`src/rtl/rave_backend_pkg.sv`:
```
// -----------------------------------------------------------------------------
// rave_backend_pkg
// Shared backend types: the decoded micro-op entry carried from decode to the
// mapper/rename stage, plus the field widths it is built from.
// The widths derive from the default NUM_UOPS / XLEN / ARCHFILE_SIZE values.
// The uop_queue parameters default to the same values and must stay in step.
// -----------------------------------------------------------------------------
package rave_backend_pkg;

    localparam int unsigned NUM_UOPS_DEF      = 32;
    localparam int unsigned XLEN_DEF          = 32;
    localparam int unsigned ARCHFILE_SIZE_DEF = 32;

    localparam int unsigned UOP_W  = $clog2(NUM_UOPS_DEF);
    localparam int unsigned IMM_W  = XLEN_DEF;
    localparam int unsigned ARCH_W = $clog2(ARCHFILE_SIZE_DEF);
    localparam int unsigned PC_W   = 32;

    typedef struct packed {
        logic [UOP_W-1:0]  uop;
        logic              eoi;
        logic [IMM_W-1:0]  imm;
        logic              use_imm;
        logic [PC_W-1:0]   pc;
        logic              except;
        logic [ARCH_W-1:0] src1_arch;
        logic [ARCH_W-1:0] src2_arch;
        logic [ARCH_W-1:0] dest_arch;
    } uop_entry_t;

endpackage : rave_backend_pkg

```
`src/rtl/uopq_storage.sv`:
```
// -----------------------------------------------------------------------------
// uopq_storage
// Entry array for uop_queue: one synchronous write port (at tail) and one
// asynchronous read port (at head). Pointer and occupancy control live in
// the parent.
// Ports:
//   clk        clock
//   wr_en_i    write the entry at wr_ptr_i on this edge
//   wr_ptr_i   write index (tail)
//   wr_data_i  entry to write
//   rd_ptr_i   read index (head)
//   rd_data_o  entry at rd_ptr_i, combinational
// -----------------------------------------------------------------------------
module uopq_storage
    import rave_backend_pkg::*;
#(
    parameter int unsigned DEPTH = 16
) (
    input  logic                     clk,
    input  logic                     wr_en_i,
    input  logic [$clog2(DEPTH)-1:0] wr_ptr_i,
    input  uop_entry_t               wr_data_i,
    input  logic [$clog2(DEPTH)-1:0] rd_ptr_i,
    output uop_entry_t               rd_data_o
);

    uop_entry_t mem_q [DEPTH];

    // NOTE: the array has no reset; entries are only visible once the count
    // covers them, so resetting them would add logic and buy nothing.
    always_ff @(posedge clk) begin
        if (wr_en_i) begin
            mem_q[wr_ptr_i] <= wr_data_i;
        end
    end

    assign rd_data_o = mem_q[rd_ptr_i];

endmodule : uopq_storage

```
`src/rtl/uop_queue.sv`:
```
// -----------------------------------------------------------------------------
// uop_queue
// Circular FIFO of decoded micro-ops between decode and the backend
// mapper/rename stage. It accepts one uop per cycle through enq_valid and
// enq_ready. It presents the oldest uop with uop_ready and holds it while the
// backend stalls. Flush or reset empties it.
// Optional feature macro: UOPQ_PERF_EN (stall-cycle counter and occupancy
// high-water mark). If the macro is undefined, both perf ports read 0.
// Ports:
//   clk, rst            clock, synchronous active-high reset
//   enq_valid/ready     decode handshake; enq_ready depends on state only
//   enq_*               incoming uop payload
//   stall               backend cannot take a uop this cycle
//   flush               discard all entries (dominates enqueue and dequeue)
//   uop_ready           head uop is issued this cycle (no further ack)
//   uop..dest_arch      head payload, all zero while uop_ready=0
//   count               occupancy
//   perf_stall_cycles   saturating count of stalled cycles with data waiting
//   perf_max_count      occupancy high-water mark since reset
// -----------------------------------------------------------------------------
module uop_queue
    import rave_backend_pkg::*;
#(
    parameter int unsigned NUM_UOPS      = 32,
    parameter int unsigned XLEN          = 32,
    parameter int unsigned ARCHFILE_SIZE = 32,
    parameter int unsigned DEPTH         = 16
) (
    input  logic                             clk,
    input  logic                             rst,
    input  logic                             enq_valid,
    output logic                             enq_ready,
    input  logic [$clog2(NUM_UOPS)-1:0]      enq_uop,
    input  logic                             enq_eoi,
    input  logic [XLEN-1:0]                  enq_imm,
    input  logic                             enq_use_imm,
    input  logic [31:0]                      enq_pc,
    input  logic                             enq_except,
    input  logic [$clog2(ARCHFILE_SIZE)-1:0] enq_src1_arch,
    input  logic [$clog2(ARCHFILE_SIZE)-1:0] enq_src2_arch,
    input  logic [$clog2(ARCHFILE_SIZE)-1:0] enq_dest_arch,
    input  logic                             stall,
    input  logic                             flush,
    output logic                             uop_ready,
    output logic [$clog2(NUM_UOPS)-1:0]      uop,
    output logic                             eoi,
    output logic [XLEN-1:0]                  imm,
    output logic                             use_imm,
    output logic [31:0]                      pc,
    output logic                             except,
    output logic [$clog2(ARCHFILE_SIZE)-1:0] src1_arch,
    output logic [$clog2(ARCHFILE_SIZE)-1:0] src2_arch,
    output logic [$clog2(ARCHFILE_SIZE)-1:0] dest_arch,
    output logic [$clog2(DEPTH):0]           count,
    output logic [31:0]                      perf_stall_cycles,
    output logic [$clog2(DEPTH):0]           perf_max_count
);

    localparam int unsigned PTR_W = $clog2(DEPTH);
    localparam int unsigned CNT_W = $clog2(DEPTH) + 1;

    logic [PTR_W-1:0] head_q, head_d;
    logic [PTR_W-1:0] tail_q, tail_d;
    logic [CNT_W-1:0] count_q, count_d;

    logic       empty, full;
    logic       enq_fire, deq_fire;
    uop_entry_t wr_entry, head_entry, out_entry;

    assign empty = (count_q == '0);
    assign full  = (count_q == CNT_W'(DEPTH));

    // State-only: a dequeue in the same cycle does not open a slot until the
    // next cycle.
    assign enq_ready = !full;
    assign enq_fire  = enq_valid && enq_ready && !flush;

    // Gating with rst keeps a reset cycle from issuing the stale head.
    assign uop_ready = !empty && !stall && !flush && !rst;
    assign deq_fire  = uop_ready;

    assign wr_entry.uop       = enq_uop;
    assign wr_entry.eoi       = enq_eoi;
    assign wr_entry.imm       = enq_imm;
    assign wr_entry.use_imm   = enq_use_imm;
    assign wr_entry.pc        = enq_pc;
    assign wr_entry.except    = enq_except;
    assign wr_entry.src1_arch = enq_src1_arch;
    assign wr_entry.src2_arch = enq_src2_arch;
    assign wr_entry.dest_arch = enq_dest_arch;

    uopq_storage #(
        .DEPTH     (DEPTH)
    ) u_storage (
        .clk       (clk),
        .wr_en_i   (enq_fire),
        .wr_ptr_i  (tail_q),
        .wr_data_i (wr_entry),
        .rd_ptr_i  (head_q),
        .rd_data_o (head_entry)
    );

    always_comb begin
        head_d  = head_q;
        tail_d  = tail_q;
        count_d = count_q;
        if (flush) begin
            head_d  = '0;
            tail_d  = '0;
            count_d = '0;
        end else begin
            // Pointers wrap naturally because DEPTH is a power of two.
            if (enq_fire) tail_d = tail_q + PTR_W'(1);
            if (deq_fire) head_d = head_q + PTR_W'(1);
            count_d = count_q + CNT_W'(enq_fire) - CNT_W'(deq_fire);
        end
    end

    // NOTE: sequential state uses non-blocking assignments so every register
    // samples the pre-edge values, independent of statement order.
    always_ff @(posedge clk) begin
        if (rst) begin
            head_q  <= '0;
            tail_q  <= '0;
            count_q <= '0;
        end else begin
            head_q  <= head_d;
            tail_q  <= tail_d;
            count_q <= count_d;
        end
    end

    assign count = count_q;

    // Payload is masked so the backend never sees a stale head.
    assign out_entry = uop_ready ? head_entry : '0;

    assign uop       = out_entry.uop;
    assign eoi       = out_entry.eoi;
    assign imm       = out_entry.imm;
    assign use_imm   = out_entry.use_imm;
    assign pc        = out_entry.pc;
    assign except    = out_entry.except;
    assign src1_arch = out_entry.src1_arch;
    assign src2_arch = out_entry.src2_arch;
    assign dest_arch = out_entry.dest_arch;

`ifdef UOPQ_PERF_EN
    logic [31:0]      stall_cycles_q;
    logic [CNT_W-1:0] max_count_q;

    always_ff @(posedge clk) begin
        if (rst) begin
            stall_cycles_q <= '0;
            max_count_q    <= '0;
        end else begin
            if (!empty && stall && !flush && (stall_cycles_q != '1)) begin
                stall_cycles_q <= stall_cycles_q + 32'd1;
            end
            // Tracks the next occupancy so the mark is current on the same edge.
            // Flush drives count_d to 0 and therefore never lowers it.
            if (count_d > max_count_q) begin
                max_count_q <= count_d;
            end
        end
    end

    assign perf_stall_cycles = stall_cycles_q;
    assign perf_max_count    = max_count_q;
`else
    assign perf_stall_cycles = '0;
    assign perf_max_count    = '0;
`endif

endmodule : uop_queue
```
`config.mk`:
```
export PLATFORM = sky130hd
export DESIGN_NAME = uop_queue
export DESIGN_NICKNAME = d
export VERILOG_FILES = /design/src/rtl/rave_backend_pkg.sv /design/src/rtl/uopq_storage.sv /design/src/rtl/uop_queue.sv
export SDC_FILE = /design/constraint.sdc
export NUM_CORES = 1
export LEC_CHECK = 0
export CORE_ASPECT_RATIO = 1.75
export CORE_MARGIN = 3
export CORE_UTILIZATION = 63
export DETAILED_ROUTE_END_ITERATION = 12
export DONT_BUFFER_PORTS = 1
export PLACE_DENSITY = 0.83
export SETUP_SLACK_MARGIN = 0.05
export SLEW_MARGIN = 40
export SYNTH_ARGS = -nofsm -noshare
export SYNTH_HDL_FRONTEND = slang
export SYNTH_SLANG_ARGS = --single-unit
```
`constraint.sdc`:
```
create_clock -name clk -period 11.15 [get_ports clk]
set_input_delay 1.115 -clock clk [delete_from_list [all_inputs] [get_ports clk]]
set_output_delay 1.115 -clock clk [all_outputs]
set_load 0.1 [all_outputs]
```
==> results.json, run 1 <==
{
  "outcome": "finished clean",
  "fp-row-count": 141,
  "fillCellCount": 4747,
  "clk_latency_ps": 720,
  "antenna_found_initial": 0,
  "tritoncts": "yes",
  "relSlewSlack_pct": 45.9,
  "syn_to_final_growth_pct": 10.1,
  "seq_area_frac_synth_pct": 78.3,
  "synthTopCellsByArea": "edfxtp_1 (78%), mux4_2 (15%), mux2_2 (1.8%), nand2_1 (1.3%), a22oi_1 (1.2%)",
  "floorplan.initialDensity_pct": 63.7,
  "rsz0062_at_grt": "false",
  "yosys.area.top_type": "edfxtp_1",
  "drtIter0Drc": 2513,
  "fin_nets": 2509,
  "cts_setup_buffers": 0,
  "routedWlPerCell_um": 32.8,
  "htree_levels": 3,
  "port_buffers": 0,
  "synth_cell_types": 33,
  "die_height_um": 393,
  "crit_family": "buffers and inverters",
  "ir_worst_vdd_mv": 0.162,
  "powerDensity_nw_per_um2": 172,
  "clock_skew_ps": 29.3,
  "worstPathCellList": "buf_6 > buf_6 > mux4_2 > mux2_2 > a22oi_1 > nand2_2",
  "avgViaCountPerCell": 6.83,
  "arrival_ps": 4470,
  "maxCapViolCount": 0,
  "grt_overflow": 0,
  "cpMaxStageDelayCell": "dfxtp_4",
  "p_seq_share_pct": 57.4,
  "vias": 24400,
  "syn_area_um2": 53800,
  "post-route-util_pct": 70.1,
  "worst_slack_ps": 5570,
  "hold_class": "input pin to register",
  "postSynthAreaPerCell_um2": 22.8,
  "path_clk_slew_ps": 70,
  "intPower_w": 0.00822,
  "ys_ff_latch": 1409,
  "dp_slack_ps": 5720,
  "cp.required_ps": 10040,
  "drive_gt1_share_pct": 31.0,
  "setup_viol": 0,
  "met1_usage_pct": 35.6,
  "final-max-slew-violation-count": 0,
  "io-pin-count": 223,
  "grt_usage_pct": 27.2,
  "r2r_slack_ps": 6490,
  "comb_power_share_pct": 2.0,
  "post_cts_resized": 0,
  "grt_pass1_wl_mm": 173,
  "critPathBufInv": 2,
  "grt_max_degree": 135,
  "leakage_nw": 18.0,
  "final.setup.tns_ps": 0,
  "ys_warn_count": 0,
  "dp.cells": 3356,
  "rr_startpoint": "count[2]",
  "first_pass_iters": 5,
  "crit_path_frequent_cell": "buf_6",
  "final_cell_mix": "edfxtp_1 (1392), mux4_2 (348), clkbuf_16 (117), nand2_1 (96)",
  "worstMarginPinSlew_ps": 811,
  "root_buffer": "clkbuf_16",
  "whs_ps": 486,
  "cts_max_path_buffers": 3,
  "gp_congestion": 0.780,
  "p_sw_w": 0.00198,
  "die_area_um2": 89100,
  "postRouteAntennaNets": 0,
  "cts_hold_buf": 0,
  "critPathKind": "register to output pin",
  "grt_pass1_vias": 26000,
  "top_usage_layer": "met2",
  "coreArea_um2": 84500,
  "fin_crit_sh_pct": 50.0,
  "cts_made_buffers": 115,
  "max_freq_mhz": 179,
  "crit_fanout": 57,
  "hp-start": "enq_pc[8]",
  "p_clk_share_pct": 40.6,
  "hold_violations": 0,
  "antenna_cells": 0,
  "drc": 0,
  "use_met3_pct": 5.88,
  "globalRouteMet2Util_pct": 45.5,
  "swShare_pct": 19.4,
  "cp-start-kind": "register",
  "clkSinkCount": 1409,
  "worstSetupEndpointType": "output pin",
  "synth_top_area_share_pct": 77.7,
  "mostFrequentLayoutCell": "edfxtp_1",
  "routed_wl_mm": 117,
  "multi_input_area_um2": 11200,
  "seq_area_um2": 42200,
  "slowest_delay_ps": 700,
  "hpwl_mm": 61.3,
  "timing.final.crit_period_ps": 5580,
  "final-instance-count-excl-fill": 3576,
  "fp.dieW_um": 227,
  "synthCells": 2356
}
## worst register-to-register path, cell delays in order (launching register included)
cell       delay [ps]
dfxtp_2           690
inv_1             170
ha_1              270
nand4bb_1         130
buf_4             360
and2_1            280
nand2_1           260
nor2_4            630
buf_4             690
buf_4             770
## final timing paths
path | end | depth (start not counted)
worst min register to register | register | 2
worst min-delay path | u_storage.mem_q[4][24] | 0
worst max register to register | u_storage.mem_q[6][16] | 9
worst max-delay path | src2_arch[1] | 6
## power groups by stage
| stage | clock network, W | registers, W | logic, W |
|---|---|---|---|
| detailed placement | 0 | 0.00597 | 0.000203 |
| global placement | 0 | 0.00597 | 0.000198 |
| finish | 0.00414 | 0.00586 | 0.000204 |
| CTS | 0.00421 | 0.00586 | 0.000204 |
| floorplan | 0 | 0.00597 | 0.000173 |
| global route | 0.00439 | 0.00586 | 0.000213 |
## sequential cells by signal (all words and copies together) (netlist names), named ones only
signal / cells
count: 5
head_q: 4
tail_q: 4
u_storage.mem_q: 1392
## cell families after synthesis
kind of cell | Yosys count | synth area share, %
adders and majority gates | 12 | 0.293
AOI/OAI and AO/OA | 94 | 1.28
DFF | 1409 | 78.3
buffers and inverters | 164 | 1.73
xor gates and xnor gates | 9 | 0.147
muxes | 435 | 16.4
other | 1 | 0.00697
and+or+nand+nor | 232 | 1.81
## metal layers
layer / part of all wire [%] / up-vias
met5: 0 / -
met4: 3.0 / 0
met3: 8.4 / 228
met2: 52 / 1276
met1: 36 / 13100
li1: - / 9853
## cell usage after synthesis
master	count
o21ai_0	2
buf_4	38
xor2_1	4
nand4bb_1	1
buf_6	15
nand2b_1	2
buf_2	49
mux4_2	348
inv_1	8
or3b_1	1
edfxtp_1	1392
or2_2	1
nor3_2	2
nor2b_1	1
a21o_1	1
mux2_2	87
clkbuf_1	44
conb_1	1
and2_1	3
a21oi_1	4
nor3_1	5
nand3_1	4
nand2_1	183
buf_1	10
a22oi_1	87
nor2_1	24
xnor2_1	5
dfxtp_1	17
and3_1	1
ha_1	11
or3_1	2
nor4b_4	2
fa_1	1
## through the flow
step | total power (W) | area (um^2)
after floorplan | 0.00615 | 53900
after global placement | 0.00617 | 54900
after CTS | 0.0103 | 59100
final | 0.0102 | 59200
after global routing | 0.0105 | 59200
after detailed placement | 0.00617 | 55200
## final cells by class
cell class | instances | area share (%)
clock buffers | 139 | 5.08
flip-flops and latches | 1409 | 71.2
clock inverters | 77 | 1.46
repair buffers | 52 | 1.02
multi-input cells | 819 | 18.9
well taps | 1072 | 2.27
inverters | 8 | 0.0507
No activity file was read; power rests on OpenSTA's default activity.
==> run 2: changes to the inputs <==
CORE_UTILIZATION = 57   (was 63)
PLACE_DENSITY = 0.79   (was 0.83)
clock period = 5.11 ns   (was 11.15 ns; I/O delays follow)
==> results.json, run 2 (same netlist as run 1, synthesis figures left out) <==
{
  "crit_fanout": 84,
  "critPathKind": "register to output pin",
  "path_clk_slew_ps": 70,
  "placed_area_um2": 56400,
  "max_freq_mhz": 238,
  "drc": 0,
  "port_buffers": 0,
  "setup_viol": 0,
  "worstMarginPinSlew_ps": 853,
  "comb_power_share_pct": 3.0,
  "leakage_nw": 19.0,
  "rr_startpoint": "count[2]",
  "routed_wl_mm": 112,
  "slowest_delay_ps": 570,
  "cts_max_path_buffers": 3,
  "r2r_slack_ps": 1460,
  "maxCapViolCount": 0,
  "grt_overflow": 0,
  "htree_levels": 3,
  "clk_latency_ps": 710,
  "fp.dieW_um": 238,
  "cts_setup_buffers": 0,
  "largest_reg_flops": 1392,
  "timing.final.crit_period_ps": 4200,
  "worstPathCellList": "buf_12 > buf_12 > mux4_2 > mux2_2 > a22oi_1 > nand2_1 > buf_4",
  "tritoncts": "yes",
  "grt_pass1_wl_mm": 169,
  "routedWlPerCell_um": 28.8,
  "io-pin-count": 223,
  "hold_violations": 0,
  "fin_crit_sh_pct": 82.2,
  "first_pass_iters": 5,
  "hold_depth": 2,
  "clkSinkCount": 1409,
  "vias": 24700,
  "final-max-slew-violation-count": 0,
  "final.setup.tns_ps": 0,
  "final-instance-count-excl-fill": 3904,
  "grt_max_degree": 88,
  "p_seq_share_pct": 57.4,
  "avgViaCountPerCell": 6.32,
  "reg2reg_depth": 14,
  "cpMaxStageDelayCell": "dfxtp_4",
  "fp-row-count": 148,
  "hold_class": "input pin to register",
  "worstSetupEndpointType": "output pin",
  "intPower_w": 0.0178,
  "root_buffer": "clkbuf_16",
  "hold_end": "count[1]",
  "floorplan.initialDensity_pct": 57.6,
  "hp-start": "flush",
  "die_area_um2": 98200,
  "powerDensity_nw_per_um2": 365,
  "total_power_w": 0.0223,
  "final_area_um2": 61100,
  "gp_congestion": 0.731,
  "dp.cells": 3596,
  "whs_ps": 45.9,
  "mostFrequentLayoutCell": "edfxtp_1",
  "r2r_end": "count[4]",
  "cp-start-kind": "register",
  "grt_usage_pct": 23.3,
  "regMostFlops": "u_storage.mem_q",
  "grt_pass1_vias": 26500,
  "rsz0062_at_grt": "false",
  "p_clk_share_pct": 39.7,
  "drtIter0Drc": 2315,
  "syn_to_final_growth_pct": 13.5,
  "p_sw_w": 0.00445,
  "swShare_pct": 20.0,
  "cp.required_ps": 4600,
  "ir_worst_vdd_mv": 0.266,
  "crit_path_frequent_cell": "buf_12",
  "arrival_ps": 3690,
  "final_cell_mix": "edfxtp_1 (1392), mux4_2 (348), nand2_1 (183), buf_4 (118), clkbuf_16 (114)",
  "cts_made_buffers": 113,
  "antenna_found_initial": 8,
  "outcome": "finished clean",
  "drive_gt1_share_pct": 29.5,
  "coreArea_um2": 93300,
  "hpwl_mm": 58.6,
  "fillCellCount": 5664,
  "fin_nets": 2706,
  "relSlewSlack_pct": 43.1,
  "die_height_um": 412,
  "clock_skew_ps": 15.2,
  "postRouteAntennaNets": 0
}
## run 2: changes by cell type in the layout (fill, tap and decap cells not counted), sizes merged
cell,change
clkinvlp,-4
diode,+5
inv,+3
clkbuf,-9
dlygate4sd3,+90
buf,+111
bufinv,-2
clkinv,+6
## run 2: metrics by stage
step	util (%)	setup slack [ps]
finish	65.4	911
CTS	65.4	785
floorplan	-	49.0
detailed placement	60.4	1490
global route	65.4	869
global placement	60.3	1240
## run 2: timing repair
| item | 4_1_cts | 5_1_grt |
|---|---|---|
| hold buffers | 90 | 0 |
| resized for setup | 0 | 0 |
| endpoints found under the hold margin | 1395 | 0 |
## run 2: layout make-up
type	count	area, um^2	share of cell area, %
clock buffer	132	2930	4.80
sequential	1409	42200	69.0
multi-input combinational	819	11000	18.0
antenna	5	12.5	0.0205
clock inverter	80	837	1.37
inverter	8	30.0	0.0492
timing repair buffer	251	2600	4.26
tap	1200	1500	2.46
## run 2: power groups by stage
stage	sequential [W]	clock, W	combinational, W
after global routing	0.0128	0.00938	0.000702
after CTS	0.0128	0.00898	0.000663
after global placement	0.0130	0	0.000452
after detailed placement	0.0130	0	0.000461
final	0.0128	0.00883	0.000661
after floorplan	0.0130	0	0.000379
## run 2: worst max-delay path by stage
stage                   from                     end  slack, ps
CTS                 register            dest_arch[0]        780
finish              register            dest_arch[0]        910
floorplan           count[2]  u_storage.mem_q[11][0]         50
global placement    count[2]                count[4]       1240
detailed placement  count[2]                count[4]       1490
global route        register            dest_arch[0]        870
## run 2: layer usage
metal	share of wire [%]	up-vias	global-route usage, %
met5	0.043	-	0
met4	2.6	8	7.86
met3	6.9	190	3.98
met2	53	1119	40.0
met1	38	13100	30.8
li1	-	10300	-
## run 2: critical path: cells and delay by family (launching register included)
family | cells | cell delay (ps)
AO/OA/AOI/OAI | 1 | 540
buffers and inverters | 3 | 940
flip-flops | 1 | 570
multiplexers | 2 | 670
AND/OR/NAND/NOR | 1 | 120
